`src/rtl/arb_mux_nto1_reg_pkg.sv`:
```
// Shared constants and helpers for the arbitrated N-to-1 registered mux.
package arb_pkg;

  localparam int ARB_FIXED = 0;
  localparam int ARB_RR    = 1;

  // Index width that never collapses to zero bits for small channel counts.
  function automatic int clog2_min1(input int n);
    return (n <= 2) ? 1 : $clog2(n);
  endfunction

endpackage

```
`src/rtl/arb_mux_nto1_reg_if.sv`:
```
// Requester/sink bus of the arbitrated mux; slave is the mux side, master drives the requests.
interface arb_mux_nto1_reg_if
  import arb_pkg::*;
#(
  parameter int NUM_IN = 4,
  parameter int WIDTH  = 32
);
  localparam int IDX_W = clog2_min1(NUM_IN);

  logic [NUM_IN*WIDTH-1:0] i_data;
  logic [NUM_IN-1:0]       i_valid;
  logic [NUM_IN-1:0]       o_ready;
  logic [WIDTH-1:0]        o_data;
  logic                    o_valid;
  logic                    i_ready;
  logic [IDX_W-1:0]        o_grant_idx;

  modport slave (
    input  i_data, i_valid, i_ready,
    output o_ready, o_data, o_valid, o_grant_idx
  );

  modport master (
    output i_data, i_valid, i_ready,
    input  o_ready, o_data, o_valid, o_grant_idx
  );

endinterface

```
`src/rtl/arb_mux_nto1_reg_pick.sv`:
```
// Combinational winner picker: rotates the request vector so the search starts after the
// pointer (round-robin) or at index 0 (fixed), then takes the lowest set bit.
module arb_pick #(
  parameter int NUM_IN = 4,
  parameter int IDX_W  = 2
) (
  input  logic [NUM_IN-1:0] i_req,
  input  logic [IDX_W-1:0]  i_ptr,
  input  logic              i_mode,
  output logic [IDX_W-1:0]  o_win,
  output logic              o_any
);

  logic [IDX_W:0]    start;
  logic [IDX_W:0]    off;
  logic [IDX_W:0]    sum;
  logic [NUM_IN-1:0] rot;
  logic              found;

  always_comb begin
    start = '0;
    if (i_mode && (i_ptr != IDX_W'(NUM_IN - 1)))
      start = {1'b0, i_ptr} + (IDX_W + 1)'(1);

    // Doubled vector makes the shifted window wrap without a modulo on every bit.
    rot = NUM_IN'({i_req, i_req} >> start);

    off   = '0;
    found = 1'b0;
    for (int unsigned k = 0; k < NUM_IN; k++) begin
      if (!found && rot[k]) begin
        off   = (IDX_W + 1)'(k);
        found = 1'b1;
      end
    end

    sum = start + off;
    if (sum >= (IDX_W + 1)'(NUM_IN))
      sum = sum - (IDX_W + 1)'(NUM_IN);

    o_win = IDX_W'(sum);
    o_any = |i_req;
  end

endmodule

```
`src/rtl/arb_mux_nto1_reg.sv`:
```
// N-input arbitrated mux with valid/ready handshake and a one-deep output register
// that can drain and reload in the same cycle.
module arb_mux_nto1_reg
  import arb_pkg::*;
#(
  parameter int NUM_IN   = 4,
  parameter int WIDTH    = 32,
  parameter int ARB_MODE = 1
) (
  input logic              i_clk,
  input logic              i_reset,
  arb_mux_nto1_reg_if.slave bus
);

  localparam int IDX_W = clog2_min1(NUM_IN);

  typedef enum logic {EMPTY, FULL} state_t;

  state_t            state, state_nxt;
  logic [IDX_W-1:0]  ptr;
  logic [IDX_W-1:0]  win;
  logic [IDX_W-1:0]  grant;
  logic [WIDTH-1:0]  data;
  logic [NUM_IN-1:0] ready;
  logic              any;
  logic              load_en;
  logic              take;

  arb_pick #(
    .NUM_IN (NUM_IN),
    .IDX_W  (IDX_W)
  ) u_pick (
    .i_req  (bus.i_valid),
    .i_ptr  (ptr),
    .i_mode (ARB_MODE == ARB_RR),
    .o_win  (win),
    .o_any  (any)
  );

  assign load_en = (state == EMPTY) | bus.i_ready;
  // The winner always has its valid set, so granting it completes the handshake.
  assign take    = load_en & any & ~i_reset;

  always_comb begin
    ready = '0;
    if (take)
      ready[win] = 1'b1;
  end

  always_comb begin
    state_nxt = state;
    if (take)
      state_nxt = FULL;
    else if (bus.i_ready)
      state_nxt = EMPTY;
  end

  always_ff @(posedge i_clk) begin
    if (i_reset)
      state <= EMPTY;
    else
      state <= state_nxt;
  end

  always_ff @(posedge i_clk) begin
    if (i_reset) begin
      data  <= '0;
      grant <= '0;
    end else if (take) begin
      data  <= bus.i_data[win*WIDTH +: WIDTH];
      grant <= win;
    end
  end

  always_ff @(posedge i_clk) begin
    if (i_reset)
      ptr <= IDX_W'(NUM_IN - 1);
    else if (take && (ARB_MODE == ARB_RR))
      ptr <= win;
  end

  assign bus.o_ready     = ready;
  assign bus.o_data      = data;
  assign bus.o_valid     = (state == FULL);
  assign bus.o_grant_idx = grant;

endmodule
```
`src/flat_wrapper.sv`:
```
// flat-port wrapper written by rule: the top's interface ports become plain ports
module arb_mux_nto1_reg_flat import arb_pkg::*;
#(
  parameter int NUM_IN   = 4,
  parameter int WIDTH    = 32,
  parameter int ARB_MODE = 1
)
  (i_clk, i_reset, bus_i_data, bus_i_valid, bus_i_ready, bus_o_ready, bus_o_data, bus_o_valid, bus_o_grant_idx);
  arb_mux_nto1_reg_if #(.NUM_IN(NUM_IN), .WIDTH(WIDTH)) bus_i ();
  input logic i_clk;
  input logic i_reset;
  input wire logic [$bits(bus_i.i_data)-1:0] bus_i_data;
  input wire logic [$bits(bus_i.i_valid)-1:0] bus_i_valid;
  input wire logic [$bits(bus_i.i_ready)-1:0] bus_i_ready;
  output wire logic [$bits(bus_i.o_ready)-1:0] bus_o_ready;
  output wire logic [$bits(bus_i.o_data)-1:0] bus_o_data;
  output wire logic [$bits(bus_i.o_valid)-1:0] bus_o_valid;
  output wire logic [$bits(bus_i.o_grant_idx)-1:0] bus_o_grant_idx;
  assign bus_i.i_data = bus_i_data;
  assign bus_i.i_valid = bus_i_valid;
  assign bus_i.i_ready = bus_i_ready;
  assign bus_o_ready = bus_i.o_ready;
  assign bus_o_data = bus_i.o_data;
  assign bus_o_valid = bus_i.o_valid;
  assign bus_o_grant_idx = bus_i.o_grant_idx;
  arb_mux_nto1_reg #(.NUM_IN(NUM_IN), .WIDTH(WIDTH), .ARB_MODE(ARB_MODE)) u_core (.i_clk(i_clk), .i_reset(i_reset), .bus(bus_i));
endmodule
```
`config.mk`:
```
export PLATFORM = sky130hd
export DESIGN_NAME = arb_mux_nto1_reg_flat
export DESIGN_NICKNAME = d
export VERILOG_FILES = /design/src/rtl/arb_mux_nto1_reg_pkg.sv /design/src/rtl/arb_mux_nto1_reg_if.sv /design/src/rtl/arb_mux_nto1_reg_pick.sv /design/src/rtl/arb_mux_nto1_reg.sv /design/src/flat_wrapper.sv
export SDC_FILE = /design/constraint.sdc
export NUM_CORES = 1
export LEC_CHECK = 0
export ABC_AREA = 1
export CORE_AREA = 2 2 106 77
export DETAILED_ROUTE_END_ITERATION = 8
export DIE_AREA = 0 0 108 79
export GPL_ROUTABILITY_DRIVEN = 1
export PLACE_DENSITY_LB_ADDON = 0.08
export SLEW_MARGIN = 15
export SYNTH_ARGS = -nofsm -noshare
export SYNTH_HDL_FRONTEND = slang
export SYNTH_SLANG_ARGS = --single-unit
```
`constraint.sdc`:
```
create_clock -name i_clk -period 5.24 [get_ports i_clk]
set_clock_uncertainty 0.2 [all_clocks]
set_input_delay 1.572 -clock i_clk [delete_from_list [all_inputs] [get_ports i_clk]]
set_output_delay 1.572 -clock i_clk [all_outputs]
set_load 0.05 [all_outputs]
```
Yosys cells after proc, flatten, opt, wreduce, memory -nomap -nowiden
Index checks and enable logic that the tools add are counted.
{"block": "totals", "regBits": 37, "input_bits": 135, "output_inout_bits": 39, "word_cells": 40}
{"block": "op_classes", "addsub": 3, "magnitude_cmp": 3, "n_eq_ne": 1, "shift": 2, "n_mux": 13, "bitwise": 5, "n_reduce_logical": 9}
{"cell": "$shiftx 128x8->32", "count": 1}
{"cell": "$mux 3", "count": 3}
{"cell": "$shr 8x3->4", "count": 1}
{"cell": "$mux 1", "count": 7}
{"cell": "$logic_and 1x1->1", "count": 4}
{"cell": "$mux 4", "count": 1}
{"cell": "$reduce_or 4->1", "count": 1}
{"cell": "$add 2x1->3 const B", "count": 1}
{"cell": "$add 3x3->3", "count": 1}
{"cell": "$ge 3x3->1 const B", "count": 1}
{"cell": "$logic_not 1->1", "count": 3}
{"cell": "$lt 2x3->1 const B", "count": 1}
{"cell": "$and 1x1->1", "count": 2}
{"cell": "$demux 1 s2", "count": 1}
{"cell": "$ge 2x1->1 const B", "count": 1}
{"cell": "$mux 2", "count": 1}
{"cell": "$ne 2x2->1 const B", "count": 1}
{"cell": "$not 1->1", "count": 2}
{"cell": "$reduce_bool 2->1", "count": 1}
{"cell": "$sub 2x1->2 const B", "count": 1}
{"cell": "$or 1x1->1", "count": 1}

Depth between registers and ports, before layout
{"block": "depth", "depth_word": 21, "mapped_depth": 18, "ltp_nobuf": 17}

Modules after synthesis
Synthesis repeated with hierarchy kept, for this count alone.
{"block": "hier_totals", "hier_cells": 504, "area_unflattened_um2": 2791.4}
{"mod": "arb_mux_nto1_reg", "instances": 1, "cells_each": 456, "area_each_um2": 2551.2, "seq_area_each_um2": 740.7}
{"mod": "arb_pick", "instances": 1, "cells_each": 48, "area_each_um2": 240.2, "seq_area_each_um2": 0.0}

Worst setup path after synthesis
OpenSTA, ideal clock, no wires.
{"block": "synth_path", "path_type": "input to output", "from": "input port bus_i_valid[2]", "to": "output port bus_o_ready[2]", "arrival_ns": 3.789, "required_time_ns": 3.468, "path_slack_ns": -0.321, "cell_stages": 13, "n_path_buf": 3, "cell_sequence": "inv_1 -> nand2_1 -> nand3_1 -> nand2_2 -> a31oi_1 -> nor2_1 -> ha_1 -> clkbuf_1 -> clkbuf_1 -> buf_2 -> nor2_1 -> inv_1 -> a21oi_1"}
{"block": "synth_between", "elab_chain_len": 19, "elab_cells_between_ends": 26, "cone_classes": "add/sub (2); order compare (3); shift (1); mux (10); bitwise (2); reduce/logical (8)"}
{"element": "start: declaration", "line": "flat_wrapper.sv:13", "rtl": "input wire logic [$bits(bus_i.i_valid)-1:0] bus_i_valid;"}
{"element": "$shr 8x3->4 (*)", "line": "arb_mux_nto1_reg_pick.sv:26", "rtl": "rot = NUM_IN'({i_req, i_req} >> start);"}
{"element": "$mux 1", "line": "arb_mux_nto1_reg_pick.sv:31", "rtl": "if (!found && rot[k]) begin"}
{"element": "$logic_not 1->1", "line": "arb_mux_nto1_reg_pick.sv:31"}
{"element": "$logic_and 1x1->1", "line": "arb_mux_nto1_reg_pick.sv:31"}
{"element": "$mux 1", "line": "arb_mux_nto1_reg_pick.sv:31"}
{"element": "$logic_not 1->1", "line": "arb_mux_nto1_reg_pick.sv:31"}
{"element": "$logic_and 1x1->1", "line": "arb_mux_nto1_reg_pick.sv:31"}
{"element": "$mux 1", "line": "arb_mux_nto1_reg_pick.sv:31"}
{"element": "[4 not listed]"}
{"element": "$ge 3x3->1 / $sub 2x1->2 (equally long branches)", "line": "arb_mux_nto1_reg_pick.sv:38, arb_mux_nto1_reg_pick.sv:39"}
{"element": "$mux 2 (*)", "line": "arb_mux_nto1_reg_pick.sv:38", "rtl": "if (sum >= (IDX_W + 1)'(NUM_IN))"}
{"element": "net u_core.u_pick.o_win[0]", "line": "arb_mux_nto1_reg_pick.sv:10", "rtl": "output logic [IDX_W-1:0] o_win,"}
{"element": "$lt 2x3->1 (implied by the code) / $ge 2x1->1 (equally long branches)", "line": "arb_mux_nto1_reg.sv:47", "rtl": "ready[win] = 1'b1;"}
{"element": "$logic_and 1x1->1 (implied by the code)", "line": "arb_mux_nto1_reg.sv:47"}
{"element": "$mux 1 (implied by the code)", "line": "arb_mux_nto1_reg.sv:47"}
{"element": "$demux 1 s2 (*)"}
{"element": "$mux 4 (*)", "line": "arb_mux_nto1_reg.sv:46", "rtl": "if (take)"}
{"element": "end: declaration", "line": "flat_wrapper.sv:15", "rtl": "output wire logic [$bits(bus_i.o_ready)-1:0] bus_o_ready;"}
The timed path passes the listed nets; every way through them passes the cells marked *.

Worst setup path after layout
{"block": "layout_path", "from": "input port bus_i_valid[3]", "to": "output port bus_o_ready[3]"}
{"block": "layout_between", "elab_chain_len": 19, "elab_cells_between_ends": 26, "cone_classes": "add/sub (2); order compare (3); shift (1); mux (10); bitwise (2); reduce/logical (8)"}
{"element": "$shr 8x3->4", "line": "arb_mux_nto1_reg_pick.sv:26"}
{"element": "$mux 1", "line": "arb_mux_nto1_reg_pick.sv:31"}
{"element": "$logic_not 1->1", "line": "arb_mux_nto1_reg_pick.sv:31"}
{"element": "$logic_and 1x1->1", "line": "arb_mux_nto1_reg_pick.sv:31"}
{"element": "$mux 1", "line": "arb_mux_nto1_reg_pick.sv:31"}
{"element": "$logic_not 1->1", "line": "arb_mux_nto1_reg_pick.sv:31"}
{"element": "$logic_and 1x1->1", "line": "arb_mux_nto1_reg_pick.sv:31"}
{"element": "$mux 1", "line": "arb_mux_nto1_reg_pick.sv:31"}
{"element": "[3 not listed]"}
{"element": "$add 3x3->3", "line": "arb_mux_nto1_reg_pick.sv:37", "rtl": "sum = start + off;"}
{"element": "$ge 3x3->1 / $sub 2x1->2 (equally long branches)", "line": "arb_mux_nto1_reg_pick.sv:38, arb_mux_nto1_reg_pick.sv:39"}
{"element": "$mux 2", "line": "arb_mux_nto1_reg_pick.sv:38"}
{"element": "$lt 2x3->1 (implied by the code) / $ge 2x1->1 (equally long branches)", "line": "arb_mux_nto1_reg.sv:47"}
{"element": "$logic_and 1x1->1 (implied by the code)", "line": "arb_mux_nto1_reg.sv:47"}
{"element": "$mux 1 (implied by the code)", "line": "arb_mux_nto1_reg.sv:47"}
{"element": "$demux 1 s2"}
{"element": "$mux 4 (*)", "line": "arb_mux_nto1_reg.sv:46"}
Mark *: on every way between the ends. The rest lies on a longest branch, timed or not.

==> flow_summary.yaml <==
status:
  status: "completed"
floorplan:
  die_w_um: 108
  fp-row-count: 27
  start_util_pct: 35.7
  die-area_um2: 8530
  fp.coreArea_um2: 7600
  fp.dieH_um: 79
  io_pins: 174
detailed_routing:
  first_pass_iters: 4
  routed_wl_um: 9380
  num_vias: 3253
  ant_nets: 0
  wl_per_cell_um: 13.8
  route.detailed.drc: 0
  drtIter0Drc: 120
  viasPerCell: 4.80
cells_and_area:
  fin_nets: 713
  n_antenna_cell: 0
  final_area_um2: 4750
  area_delta_synth_final_pct: 75.2
  drive_above_1_share_pct: 10.9
  final_util_pct: 62.5
synthesis:
  synth_edf_count: 0
  syn_avg_cell_area_um2: 6.74
  yosys.cell_count.top_type: "nand2_1"
  synth_common_cells: "nand2_1, nand3_1, mux2i_1"
  synthTopCellsByArea: "dfxtp_1, nand2_1, mux2i_1, nand3_1, inv_1"
  synthArstFlopShare_pct: 0
  yosysWarnings: 0
  yosysTopAreaCell: "dfxtp_1"
  netlist_area_um2: 2710
  yosysUniqueCellTypes: 26
  ys_seq_area_share_pct: 27.3
  ys_ff_latch: 37
  synth_flop_cell: "dfxtp_1"
  post-synth-top-area-fraction_pct: 27.3
  synth_fp_nets: 539
  synth_cells: 402
global_routing:
  grt_max_degree: 36
  use_met1_pct: 26.9
  busiest_layer: "met2"
  antenna_found_initial: 0
  use_met3_pct: 7.39
  grt-ovfl-total: 0
  grt_pass1_wl_um: 14500
  grtUsageMet2_pct: 35.5
  grt_usage_pct: 21.2
  first_global_vias: 2978
clock_network:
  clock-sinks: 37
  numCtsBuffers: 5
  path_clk_slew_ns: 0.07
  h-tree-depth: 2
  cts_tree: "built"
  insertion_delay_ns: 0.28
  clockRootBuffer: "clkbuf_8"
  ctsHoldBuffers: 0
  cts_buffer_depth: 2
critical_path:
  cp.arrival_ns: 3.36
  critPathKind: "in2out"
  worstPathMaxFanout: 4
  critPathLaunchType: "primary input"
  cp.required_ns: 3.47
  cp-end-kind: "output port"
flow_run:
  maxCapViolCount: 0
placed_design:
  placed_cell_area_um2: 4600
  gp_congestion: 0.932
  io_buffers: 173
  dp_hpwl_um: 7220
sta:
  fmax_ghz: 0.195
  drv_slew: 0
  worstMarginPinSlew_ns: 0.565
  hold_viol: 0
  timing.final.crit_share_pct: 97.9
  fin_setup_tns_ns: 0
  finalSetupViolations: 0
  period_minus_slack_ns: 5.13
  relSlewSlack_pct: 62.2
power:
  leakagePower_nw: 2.19
  peakVddDrop_v: 0.000698
  powerDensity_nw_per_um2: 867
min_path:
  min_path_type: "reg2reg"
where the power goes:
group | internal, mW | switching, mW
Combinational | 1.34 | 2.08
Clock | 0.107 | 0.102
Sequential | 0.418 | 0.0666
Total | 1.87 | 2.25
per-stage QoR:
stage | setup WS (ns) | power [mW] | std cells | hold slack, ns
final | 0.112 | 4.12 | 678 | 0.271
after detailed placement | -0.171 | 3.83 | 668 | 0.261
after global routing | -0.000250 | 4.46 | 678 | 0.284
after CTS | 0.100 | 4.10 | 677 | 0.273
after global placement | -0.0585 | 3.79 | 668 | 0.257
after floorplan | -0.0254 | 3.02 | 402 | 0.258
cell families after synthesis:
| kind of cell | Yosys count | synth area share (%) |
|---|---|---|
| compound gates | 8 | 1.89 |
| buf+inv | 48 | 8.81 |
| mux | 50 | 18.5 |
| flops | 37 | 27.3 |
| fa+ha+maj | 2 | 0.923 |
| simple gates | 256 | 42.3 |
| xor+xnor | 1 | 0.323 |
cells in the final DEF, fill, tap and decap left out, types with 2 or more instances in the layout:
cell / synthesis / routed
nor2_2: 0 / 3
nand2_8: 1 / 2
mux2i_1: 50 / 50
nand2_1: 143 / 140
nor2_1: 7 / 3
clkdlybuf4s50_1: 0 / 165
nand2_2: 5 / 7
clkbuf_8: 0 / 6
dlygate4sd2_1: 0 / 3
inv_2: 3 / 8
nand3_1: 96 / 95
inv_1: 17 / 12
dfxtp_1: 37 / 37
buf_4: 4 / 22
o21ai_0: 3 / 3
nor2_4: 2 / 3
buf_12: 0 / 2
worst paths after layout:
check / from / end / slack [ns] / cells after the start
setup / recovery: bus_i_valid[3] / bus_o_ready[3] / 0.11 / 14
hold / removal: u_core.bus.o_data[10] / u_core.bus.o_data[10] / 0.27 / 2
setup reg to reg: u_core.ptr[0] / u_core.bus.o_data[4] / 2.23 / 16
hold reg to reg: u_core.bus.o_data[10] / u_core.bus.o_data[10] / 0.27 / 2
flip-flops by register name (all words and copies together), names as in the netlist:
signal                  count
u_core.bus.o_valid          1
u_core.ptr                  2
u_core.bus.o_grant_idx      2
u_core.bus.o_data          32
worst max-delay path: stages:
cell and delay (ns):
dlygate4sd2_1 0.27, nand2_1 0.11, nand3_1 0.10, nand2_1 0.07
a31oi_1 0.20, nor2_2 0.07, ha_4 0.16, xor2_2 0.16
buf_4 0.16, nand2_8 0.07, nand2_8 0.08, nand2_4 0.05
nor2_2 0.11, buf_6 0.16
routing by layer:
metal / vias up / share of wire (%)
met5: - / 0
met4: 0 / 0.76
met3: 6 / 12
met2: 143 / 44
met1: 1424 / 43
li1: 1680 / -
final cells by class:
cell class | count | area, um^2
clock buffer | 6 | 82.6
clock inverter | 2 | 13.8
fill | 723 | 2850
inverter | 21 | 78.8
multi-input combinational | 317 | 1800
sequential | 37 | 741
tap | 101 | 126
timing repair buffer | 194 | 1900
repair_timing:
| item | CTS | global route |
|---|---|---|
| endpoints found under the setup margin | 4 | 4 |
| buffers inserted | 1 | 1 |
| resized for setup | 11 | 9 |
| pin swaps | 2 | 8 |
No activity file was read; power rests on OpenSTA's default activity.
